==> config.mk <==
export PLATFORM = sky130hd
export DESIGN_NAME = memory
export DESIGN_NICKNAME = d
export VERILOG_FILES = /design/src/rtl/memory.sv
export SDC_FILE = /design/constraint.sdc
export NUM_CORES = 1
export LEC_CHECK = 0
export CAP_MARGIN = 30
export CORE_AREA = 2 2 238 240
export CTS_CLUSTER_DIAMETER = 150
export DETAILED_ROUTE_END_ITERATION = 8
export DIE_AREA = 0 0 240 242
export SYNTH_ARGS = -nofsm -noshare
export SYNTH_HDL_FRONTEND = slang
export SYNTH_SLANG_ARGS = --single-unit
==> constraint.sdc <==
create_clock -name clk -period 6.7 [get_ports clk]
set_clock_uncertainty 0.05 [all_clocks]
set_input_delay 1.34 -clock clk [delete_from_list [all_inputs] [get_ports clk]]
set_output_delay 1.34 -clock clk [all_outputs]
set_load 0.03 [all_outputs]
==> src/rtl/memory.sv <==
// ----------------------------------------------------------------------------
// memory_pkg / memory
//
// Memory-access stage of the five-stage RV64 pipeline. It sits between the
// E/M pipeline register (dataE) and writeback. It issues loads and stores on
// the data bus, aligns store data and byte strobes into their lanes, and
// extracts and sign- or zero-extends load data. It owns the M/W pipeline
// register, so dataM is registered.
//
// Ports
//   clk            in   pipeline clock
//   reset          in   synchronous, active-high reset
//   dataE          in   execute_data_t from the E/M register
//   dataM          out  memory_data_t, the registered M/W pipeline register
//   dreq_valid     out  data-bus request valid
//   dreq_addr      out  byte address (dataE.result)
//   dreq_size      out  {1'b0, mem_size}
//   dreq_strobe    out  byte-write enables, all zero for loads
//   dreq_data      out  store data shifted into its byte lanes
//   dresp_addr_ok  in   request accepted
//   dresp_data_ok  in   response complete; read data valid for loads
//   dresp_data     in   raw 64-bit read beat
//   stallM         out  upstream must hold dataE stable
//   misalignM      out  pulse while a misaligned access is being dropped
// ----------------------------------------------------------------------------
package memory_pkg;

    typedef struct packed {
        logic       mem_read;
        logic       mem_write;
        logic [1:0] mem_size;      // 0=B, 1=H, 2=W, 3=D
        logic       mem_unsigned;
    } control_t;

    typedef struct packed {
        logic [63:0] pc;
        logic [63:0] result;       // effective address for memory ops
        control_t    ctl;
        logic [4:0]  dst;
        logic        is_bubble;
        logic [63:0] store_data;
    } execute_data_t;

    typedef struct packed {
        logic [63:0] pc;
        logic [63:0] result;
        control_t    ctl;
        logic [4:0]  dst;
        logic [63:0] memory_address;
        logic        is_bubble;
    } memory_data_t;

endpackage

module memory
    import memory_pkg::*;
(
    input  logic          clk,
    input  logic          reset,
    input  execute_data_t dataE,
    output memory_data_t  dataM,
    output logic          dreq_valid,
    output logic [63:0]   dreq_addr,
    output logic [2:0]    dreq_size,
    output logic [7:0]    dreq_strobe,
    output logic [63:0]   dreq_data,
    input  logic          dresp_addr_ok,
    input  logic          dresp_data_ok,
    input  logic [63:0]   dresp_data,
    output logic          stallM,
    output logic          misalignM
);

    typedef enum logic [1:0] {
        IDLE = 2'd0,
        REQ  = 2'd1,
        RESP = 2'd2
    } state_t;

    state_t       r_state;
    state_t       w_state_next;
    memory_data_t r_dataM;

    logic         w_memop;
    logic         w_aligned;
    logic         w_access;
    logic [5:0]   w_sh;
    logic [63:0]  w_load_ext;
    memory_data_t w_dataM_next;

    // ------------------------------------------------------------------------
    // Helper functions
    // ------------------------------------------------------------------------
    function automatic logic f_aligned(input logic [1:0] size, input logic [2:0] off);
        case (size)
            2'd0:    f_aligned = 1'b1;
            2'd1:    f_aligned = (off[0] == 1'b0);
            2'd2:    f_aligned = (off[1:0] == 2'b00);
            default: f_aligned = (off == 3'b000);
        endcase
    endfunction

    function automatic logic [7:0] f_strobe(input logic [1:0] size, input logic [2:0] off);
        logic [7:0] base;
        case (size)
            2'd0:    base = 8'h01;
            2'd1:    base = 8'h03;
            2'd2:    base = 8'h0F;
            default: base = 8'hFF;
        endcase
        f_strobe = base << off;
    endfunction

    // raw is the read beat already shifted down so the access sits in bit 0.
    function automatic logic [63:0] f_extend(input logic [63:0] raw,
                                             input logic [1:0]  size,
                                             input logic        uns);
        case (size)
            2'd0:    f_extend = uns ? {56'd0, raw[7:0]}  : {{56{raw[7]}},  raw[7:0]};
            2'd1:    f_extend = uns ? {48'd0, raw[15:0]} : {{48{raw[15]}}, raw[15:0]};
            2'd2:    f_extend = uns ? {32'd0, raw[31:0]} : {{32{raw[31]}}, raw[31:0]};
            default: f_extend = raw;
        endcase
    endfunction

    function automatic memory_data_t f_bubble();
        memory_data_t b;
        b           = '0;
        b.is_bubble = 1'b1;
        return b;
    endfunction

    // ------------------------------------------------------------------------
    // Access decode and lane alignment (combinational from dataE)
    // ------------------------------------------------------------------------
    assign w_memop   = !dataE.is_bubble && (dataE.ctl.mem_read || dataE.ctl.mem_write);
    assign w_aligned = f_aligned(dataE.ctl.mem_size, dataE.result[2:0]);
    assign w_access  = w_memop && w_aligned;
    assign w_sh      = {dataE.result[2:0], 3'b000};

    assign dreq_addr   = dataE.result;
    assign dreq_size   = {1'b0, dataE.ctl.mem_size};
    assign dreq_strobe = dataE.ctl.mem_write ? f_strobe(dataE.ctl.mem_size, dataE.result[2:0]) : 8'h00;
    assign dreq_data   = dataE.store_data << w_sh;

    assign w_load_ext  = f_extend(dresp_data >> w_sh, dataE.ctl.mem_size, dataE.ctl.mem_unsigned);

    // A completed handshake needs data_ok plus either an earlier or a
    // same-cycle address acceptance.
    assign stallM    = w_access && !(dresp_data_ok && (r_state == RESP || dresp_addr_ok));
    // Combinational so the pulse lines up with the instruction that caused it;
    // the pipeline never stalls on it, so it lasts exactly one cycle.
    assign misalignM = w_memop && !w_aligned;

    // ------------------------------------------------------------------------
    // Bus FSM
    // ------------------------------------------------------------------------
    always_ff @(posedge clk) begin
        if (reset) begin
            r_state <= IDLE;
        end else begin
            r_state <= w_state_next;
        end
    end

    always_comb begin
        w_state_next = r_state;
        dreq_valid   = 1'b0;
        case (r_state)
            IDLE: begin
                if (w_access) begin
                    dreq_valid = 1'b1;
                    if (dresp_addr_ok && dresp_data_ok) begin
                        w_state_next = IDLE;
                    end else if (dresp_addr_ok) begin
                        w_state_next = RESP;
                    end else begin
                        w_state_next = REQ;
                    end
                end
            end
            REQ: begin
                dreq_valid = 1'b1;
                if (dresp_addr_ok && dresp_data_ok) begin
                    w_state_next = IDLE;
                end else if (dresp_addr_ok) begin
                    w_state_next = RESP;
                end
            end
            RESP: begin
                if (dresp_data_ok) begin
                    w_state_next = IDLE;
                end
            end
            default: begin
                w_state_next = IDLE;
            end
        endcase
    end

    // ------------------------------------------------------------------------
    // M/W pipeline register
    // ------------------------------------------------------------------------
    always_comb begin
        w_dataM_next = f_bubble();
        // Stalled, bubble or dropped misaligned access all leave a bubble.
        if (!stallM && !dataE.is_bubble && !misalignM) begin
            w_dataM_next.pc        = dataE.pc;
            w_dataM_next.ctl       = dataE.ctl;
            w_dataM_next.dst       = dataE.dst;
            w_dataM_next.is_bubble = 1'b0;
            if (dataE.ctl.mem_read) begin
                w_dataM_next.result         = w_load_ext;
                w_dataM_next.memory_address = dataE.result;
            end else if (dataE.ctl.mem_write) begin
                w_dataM_next.result         = dataE.result;
                w_dataM_next.memory_address = dataE.result;
            end else begin
                w_dataM_next.result         = dataE.result;
                w_dataM_next.memory_address = 64'd0;
            end
        end
    end

    always_ff @(posedge clk) begin
        if (reset) begin
            r_dataM <= f_bubble();
        end else begin
            r_dataM <= w_dataM_next;
        end
    end

    assign dataM = r_dataM;

endmodule

==> flow_summary_export.csv, run 1 <==
group,metric,value,unit
synth,mappedNetlistNets,1440,
setup_path,cp.required,5.31,ns
floorplan,start_util,18.7,%
cts,post_cts_hold_buffer_count,0,
floorplan,core.rowCount,87,
route,wl_met2,25300,µm
route,drt_wl_total,51800,µm
sta,tightest_slew,1.04,ns
synth,synth.distinct_cells,49,
power_and_ir_drop,internal-power,2490,µW
sta,setup-violations-final,0,
layout,num-nets-final,1938,
power_and_ir_drop,switching_share,29.8,%
synth,avgSynthCellArea,8.92,µm²
grt,first_global_vias,10753,
worst_hold_path,timing.hold.worst_endpoint,"r_state[0]",
power_and_ir_drop,p_comb_share,26.6,%
place,io_buffer_count,614,
setup_path,crit_path_start,"dataE[76]",
synth,synth_top_cells_by_area,"dfxtp_1 (39%), and2_1 (9.2%), mux2i_1 (8.8%), buf_4 (6.0%), a211oi_1 (5.4%)",
route,detail_route.wl_per_cell,21.2,µm
cts,clock_path_buffers,3,
synth,yosys_warnings,0,
sta,drv_slew,0,
setup_path,critical_path_buf_inv_count,2,
worst_hold_path,min_path_cells,1,
floorplan,top_level_ports,616,
place,gp_congestion,0.873,
grt,gr-total-overflow,0,
cts,clkLatencyLatePin,0.52,ns
synth,post-synth-top-area-cell,"dfxtp_1",
setup_path,timing.critical_path.arrival,4.00,ns
route,ant_nets,0,
route,drtIter0Drc,313,
setup_path,worst_setup_path_end_kind,"output pin",
setup_path,reg2reg_depth,7,
cts,number_of_buffers_created_by_cts,24,
power_and_ir_drop,power.net_switching,1060,µW
power_and_ir_drop,seqPwrFrac,35.6,%
synth,synth.yosys.seq_area_share,39.4,%
route,met1_length,21400,µm
layout,layout-drive-gt1-share,8.01,%
synth,synth_enable_flop_cells,0,
grt,grt_first_pass_wirelength,72600,µm
synth,syn_inst,1169,
cts,cts_tree,"built",
cts,cts.sink_count,205,
setup_path,r2r_slack,4.03,ns
cts,post_cts_resized,0,
sta,slew-limit-headroom,30.6,%
synth,postSynth.asyncResetShare,0,%
cts,post-cts-setup-buffer-count,0,
setup_path,critical_path.max_stage_delay,0.85,ns
route,route.vias.total,10453,
sta,final_clock_period_utilization_by_the_worst_path,80.5,%
cts,clockRootBuffer,"clkbuf_16",
cts,htree_levels,1,
route,vias_per_cell,4.28,
floorplan,die-height,242,µm
setup_path,critical_path.reg2reg.startpoint,"r_state[1]",
sta,max_clock_freq,0.185,GHz
setup_path,peak_fanout_along_the_critical_path,75,
power_and_ir_drop,power.density,203,mW/mm²
worst_hold_path,min_path_type,"flop to flop",
sta,rsz0062_at_grt,"false",
sta,period_needed,5.39,ns
synth,top_cell_type_s_share_of_synthesized_area,39.4,%
route,dr.pass1.iters,5,
status,run_status,"finished clean",
route,drc,0,
floorplan,die_area,0.0581,mm²
grt,grt_antenna_before_repair,6,
synth,post_synthesis_instance_area,0.0104,mm²
setup_path,path_cells,"buf_6 -> nand2_1 -> o22ai_1 -> clkdlybuf4s50_1",
layout,non_filler_instance_count_after_layout,2444,
sta,totalNegativeSetupSlack,0,ns
layout,final_common_cell,"clkdlybuf4s50_1",
synth,ys_seq_elements,205,
place,hpwl,41700,µm
flow_run,cap_viol_max_count,0,
power_and_ir_drop,power.share.clock,37.8,%
worst_hold_path,hp-start,"r_state[1]",
setup_path,ws_path_type,"input pin to output pin",
route,top_signal_layer_used,"met5",
place,dp.cells,2397,
power_and_ir_drop,ir_drop,0.145,mV
grt,pin_count_of_the_biggest_net_entering_global_routing,80,
layout,layout_common_cells,"clkdlybuf4s50_1 (610), dfxtp_1 (205), and2_1 (154)",
synth,ys_dominant_reg_cell,"dfxtp_1",
layout,syn_to_final_growth,68.2,%
setup_path,timing.rr.end,"dataM[121]",
setup_path,cpLargestDelayFamily,"buffers and inverters",
layout,final.fill_count,5838,
power_and_ir_drop,power.leakage,0.00658,µW
grt,grtUsageTotal,16.9,%
floorplan,fp.coreArea,0.0557,mm²
setup_path,worst_setup_path_start_kind,"input pin",
cts,clkTransAtPathRegs,0.05,ns
floorplan,die-width,240,µm
route,dr_wl_met3,3660,µm
setup_path,cpMaxStageDelayCell,"nand2_1",
sta,timing.final.hold_violations,0,
setup_path,cell_depth_of_the_worst_setup_path,4,
-- metrics by stage --
stage | setup WS [ns] | cell area (µm²) | utilization [%] | total power, µW | hold WS, ns
after floorplan | 2.03 | 10400 | - | 1790 | 0.386
after global placement | 1.27 | 16700 | 30.0 | 2240 | 0.407
after detailed placement | 1.24 | 16700 | 30.0 | 2240 | 0.422
after CTS | 1.26 | 17500 | 31.4 | 3600 | 0.436
after global routing | 1.18 | 17500 | 31.4 | 3700 | 0.457
final | 1.31 | 17500 | 31.5 | 3550 | 0.446
-- Yosys cell counts, drive strengths merged (2+ instances only) --
| master | n |
|---|---|
| a211o | 5 |
| a211oi | 76 |
| a21oi | 47 |
| a22o | 2 |
| and2 | 154 |
| buf | 120 |
| clkbuf | 39 |
| dfxtp | 205 |
| inv | 9 |
| mux2 | 29 |
| mux2i | 92 |
| mux4 | 17 |
| nand2 | 90 |
| nand2b | 9 |
| nand3 | 3 |
| nor2 | 124 |
| nor2b | 17 |
| nor3 | 12 |
| nor3b | 4 |
| o211ai | 8 |
| o21a | 5 |
| o21ai | 42 |
| o221a | 7 |
| o22ai | 19 |
| o2bb2ai | 2 |
| o32ai | 5 |
| or2 | 14 |
-- cells by family (layout without fill, tap and decap cells) --
group / Yosys count / after routing / synth area share [%]
AND/OR/NAND/NOR: 432 / 432 / 20.9
AO/OA/AOI/OAI: 224 / 224 / 14.5
flip-flops: 205 / 205 / 39.4
buffers and inverters: 169 / 685 / 9.54
other: 1 / 4 / 0.0360
multiplexers: 138 / 138 / 15.7
-- power by group through the flow --
stage	logic (µW)	registers, µW	clock network, µW
floorplan	420	1370	0
global placement	949	1290	0
CTS	956	1270	1380
finish	944	1270	1340
detailed placement	952	1290	0
global route	1000	1270	1430
-- metal layers --
layer / vias to the layer above / track usage, %
met5: - / 0
met4: 10 / 4.99
met3: 72 / 3.94
met2: 449 / 29.9
met1: 4957 / 20.2
li1: 4965 / -
-- worst max path at each step --
| stage | endpoint | slack [ns] |
|---|---|---|
| 3_5_place_dp | dreq_data[34] | 1.24 |
| 4_1_cts | dreq_data[34] | 1.26 |
| 6_report | dreq_data[34] | 1.31 |
| 3_3_place_gp | dreq_strobe[7] | 1.27 |
| 5_1_grt | dreq_data[34] | 1.18 |
| 2_1_floorplan | dreq_strobe[1] | 2.03 |
-- worst register-to-register path: cells and delay by family, from the launching register on --
family / cells / cell delay (ns)
simple gates: 2 / 0.24
compound gates: 3 / 0.83
flops: 1 / 0.33
buf+inv: 2 / 1.07
-- state kept, by name (all words and copies together), names as in the netlist --
| register | cells |
|---|---|
| dataM | 203 |
| r_state | 2 |
-- cell type report --
| type | count | area [µm²] | share of cell area (%) |
|---|---|---|---|
| Timing Repair Buffer | 631 | 6270 | 35.8 |
| Multi-Input combinational cell | 795 | 5340 | 30.5 |
| Sequential cell | 205 | 4100 | 23.4 |
| Tap cell | 756 | 946 | 5.40 |
| Clock buffer | 35 | 713 | 4.07 |
| Clock inverter | 9 | 110 | 0.628 |
| Inverter | 10 | 37.5 | 0.214 |
| Antenna cell | 3 | 7.51 | 0.0428 |
No activity file was read; power rests on OpenSTA's default activity.
==> inputs of run 2 (changes only) <==
- CORE_AREA: 2 2 238 240 -> 2 2 240 242
- DIE_AREA: 0 0 240 242 -> 0 0 242 244
- clock period: 6.7 -> 5.3 ns (I/O delays scaled with it)
==> run 2 against run 1 <==
Combinational power up 27%. Worst setup slack lost 0.37 ns. Global-route usage down 0.46 points. Critical path depth rose by 3. Power increased by 27%. Sequential power rose by 26%. Wire length is 0.90% lower. First-iteration DRC count is 54% higher. Utilization decreased by 0.092 points. Critical path type unchanged.
==> flow_summary_export.csv, run 2 (synthesized netlist as in run 1, its figures left out) <==
group,metric,value,unit
layout,antennaDiodeCount,0,
layout,syn_to_final_growth,69.0,%
layout,num-nets-final,1942,
sta,timing.final.hold_violations,0,
setup_path,reg2reg_depth,7,
setup_path,timing.rr.end,"dataM[75]",
setup_path,crit_path_start,"dataE[71]",
setup_path,ws_path_type,"input pin to output pin",
cts,clkTransAtPathRegs,0.06,ns
route,vias_per_cell,4.28,
grt,pin_count_of_the_biggest_net_entering_global_routing,94,
floorplan,core.rowCount,87,
setup_path,worst_setup_path_start_kind,"input pin",
sta,setup-violations-final,0,
layout,flip_flop_count_of_the_largest_register_all_copies_and_words_added,203,
cts,cts.sink_count,205,
setup_path,timing.critical_path.arrival,3.25,ns
setup_path,worst_setup_path_end_kind,"output pin",
layout,multiInputGateArea,0.00534,mm²
route,detail_route.wl_per_cell,21.0,µm
sta,final_clock_period_utilization_by_the_worst_path,82.3,%
cts,clkLatencyLatePin,0.53,ns
grt,grt_antenna_before_repair,6,
cts,clockRootBuffer,"clkbuf_16",
cts,post-cts-setup-buffer-count,0,
cts,cts_tree,"built",
sta,totalNegativeSetupSlack,0,ns
layout,layout-drive-gt1-share,8.42,%
setup_path,cp.required,4.19,ns
place,post_dp_cell_area,0.0168,mm²
floorplan,top_level_ports,616,
grt,gr-total-overflow,0,
route,drc,0,
cts,clock_path_buffers,3,
route,drt_wl_total,51300,µm
route,dr.pass1.iters,5,
grt,grt_first_pass_wirelength,72400,µm
sta,max_clock_freq,0.229,GHz
sta,period_needed,4.36,ns
setup_path,critical_path.reg2reg.startpoint,"r_state[1]",
floorplan,die-height,244,µm
setup_path,cpMaxStageDelayCell,"clkdlybuf4s50_1",
layout,final_common_cell,"clkdlybuf4s50_1",
cts,post_cts_resized,0,
flow_run,cap_viol_max_count,0,
layout,layout_common_cells,"clkdlybuf4s50_1 (604), dfxtp_1 (205), and2_1 (154)",
setup_path,path_common_cell,"clkdlybuf4s50_1",
layout,stdcell_area,0.0176,mm²
sta,slew-limit-headroom,41.7,%
status,run_status,"finished clean",
power_and_ir_drop,power.leakage,0.00663,µW
setup_path,path_cells,"clkdlybuf4s50_1 -> buf_4 -> or2_1 -> a22oi_1 -> a21oi_1 -> nor2_1 -> clkdlybuf4s50_1",
setup_path,termination_of_the_worst_setup_path,"dreq_valid",
place,io_buffer_count,614,
route,route.vias.total,10460,
cts,htree_levels,1,
route,drtIter0Drc,481,
setup_path,critical_path_buf_inv_count,3,
route,ant_nets,0,
place,hpwl,41400,µm
floorplan,fp.coreArea,0.0562,mm²
cts,post_cts_hold_buffer_count,0,
place,gp_congestion,0.849,
grt,first_global_vias,10429,
sta,rsz0062_at_grt,"false",
sta,tightest_slew,0.874,ns
sta,drv_slew,0,
power_and_ir_drop,power.density,256,mW/mm²
setup_path,cell_depth_of_the_worst_setup_path,7,
floorplan,die-width,242,µm
floorplan,start_util,18.6,%
setup_path,r2r_slack,2.83,ns
layout,final.fill_count,5875,
worst_hold_path,min_path_type,"flop to flop",
grt,grtUsageTotal,16.4,%
power_and_ir_drop,ir_drop,0.184,mV
setup_path,critical_path.max_stage_delay,0.68,ns
cts,number_of_buffers_created_by_cts,24,
floorplan,die_area,0.0590,mm²
layout,seqCellArea,0.00410,mm²
setup_path,peak_fanout_along_the_critical_path,15,
setup_path,cpLargestDelayFamily,"buffers and inverters",
[run 2: cell count changes in the layout (fill, tap and decap cells not counted), sizes merged]
cell	previous run	this run
clkinv	5	3
clkinvlp	2	0
clkdlybuf4s50	610	604
diode	3	0
buf	21	31
clkbuf	35	37
[run 2: cell type report]
class / count / area share, %
clock buffer: 37 / 4.15
clock inverter: 5 / 0.504
inverter: 10 / 0.213
multi-input combinational: 795 / 30.3
sequential: 205 / 23.3
tap: 756 / 5.37
timing repair buffer: 635 / 36.2
[run 2: worst min-delay path by stage]
stage / startpoint / end / slack [ns] / cells after the start
after floorplan: r_state[1] / r_state[0] / 0.39 / 1
after global placement: r_state[1] / r_state[0] / 0.41 / 1
after detailed placement: r_state[1] / r_state[0] / 0.42 / 1
after global routing: r_state[1] / r_state[0] / 0.46 / 1
after CTS: r_state[1] / r_state[0] / 0.43 / 1
final: r_state[1] / r_state[0] / 0.43 / 1
[run 2: per-layer routing]
metal  wire length (µm)  track usage [%]  share of wire (%)
met3               3780             4.07                7.4
met2              25400             29.4                 49
met1              20900             19.5                 41
met4               1190             4.59                2.3
met5                 77                0               0.15
[run 2: through the flow]
step           utilization [%]  total power [µW]  std cells  hold WS [ns]  setup slack [ns]
2_1_floorplan                -              2260       1169         0.386              1.19
3_3_place_gp              29.9              2840       2401         0.414             0.952
3_5_place_dp              29.9              2840       2401         0.422             0.923
4_1_cts                   31.4              4580       2443         0.432             0.922
5_1_grt                   31.4              4710       2443         0.458             0.826
6_report                  31.4              4520       2443         0.429             0.938
[run 2: where the power goes]
part	internal [µW]	total [µW]	switching, µW	leakage, µW
Sequential	1590	1600	12.0	0.00167
Clock	1040	1710	670	0.000401
Combinational	541	1200	661	0.00456
Total	3170	4520	1340	0.00663
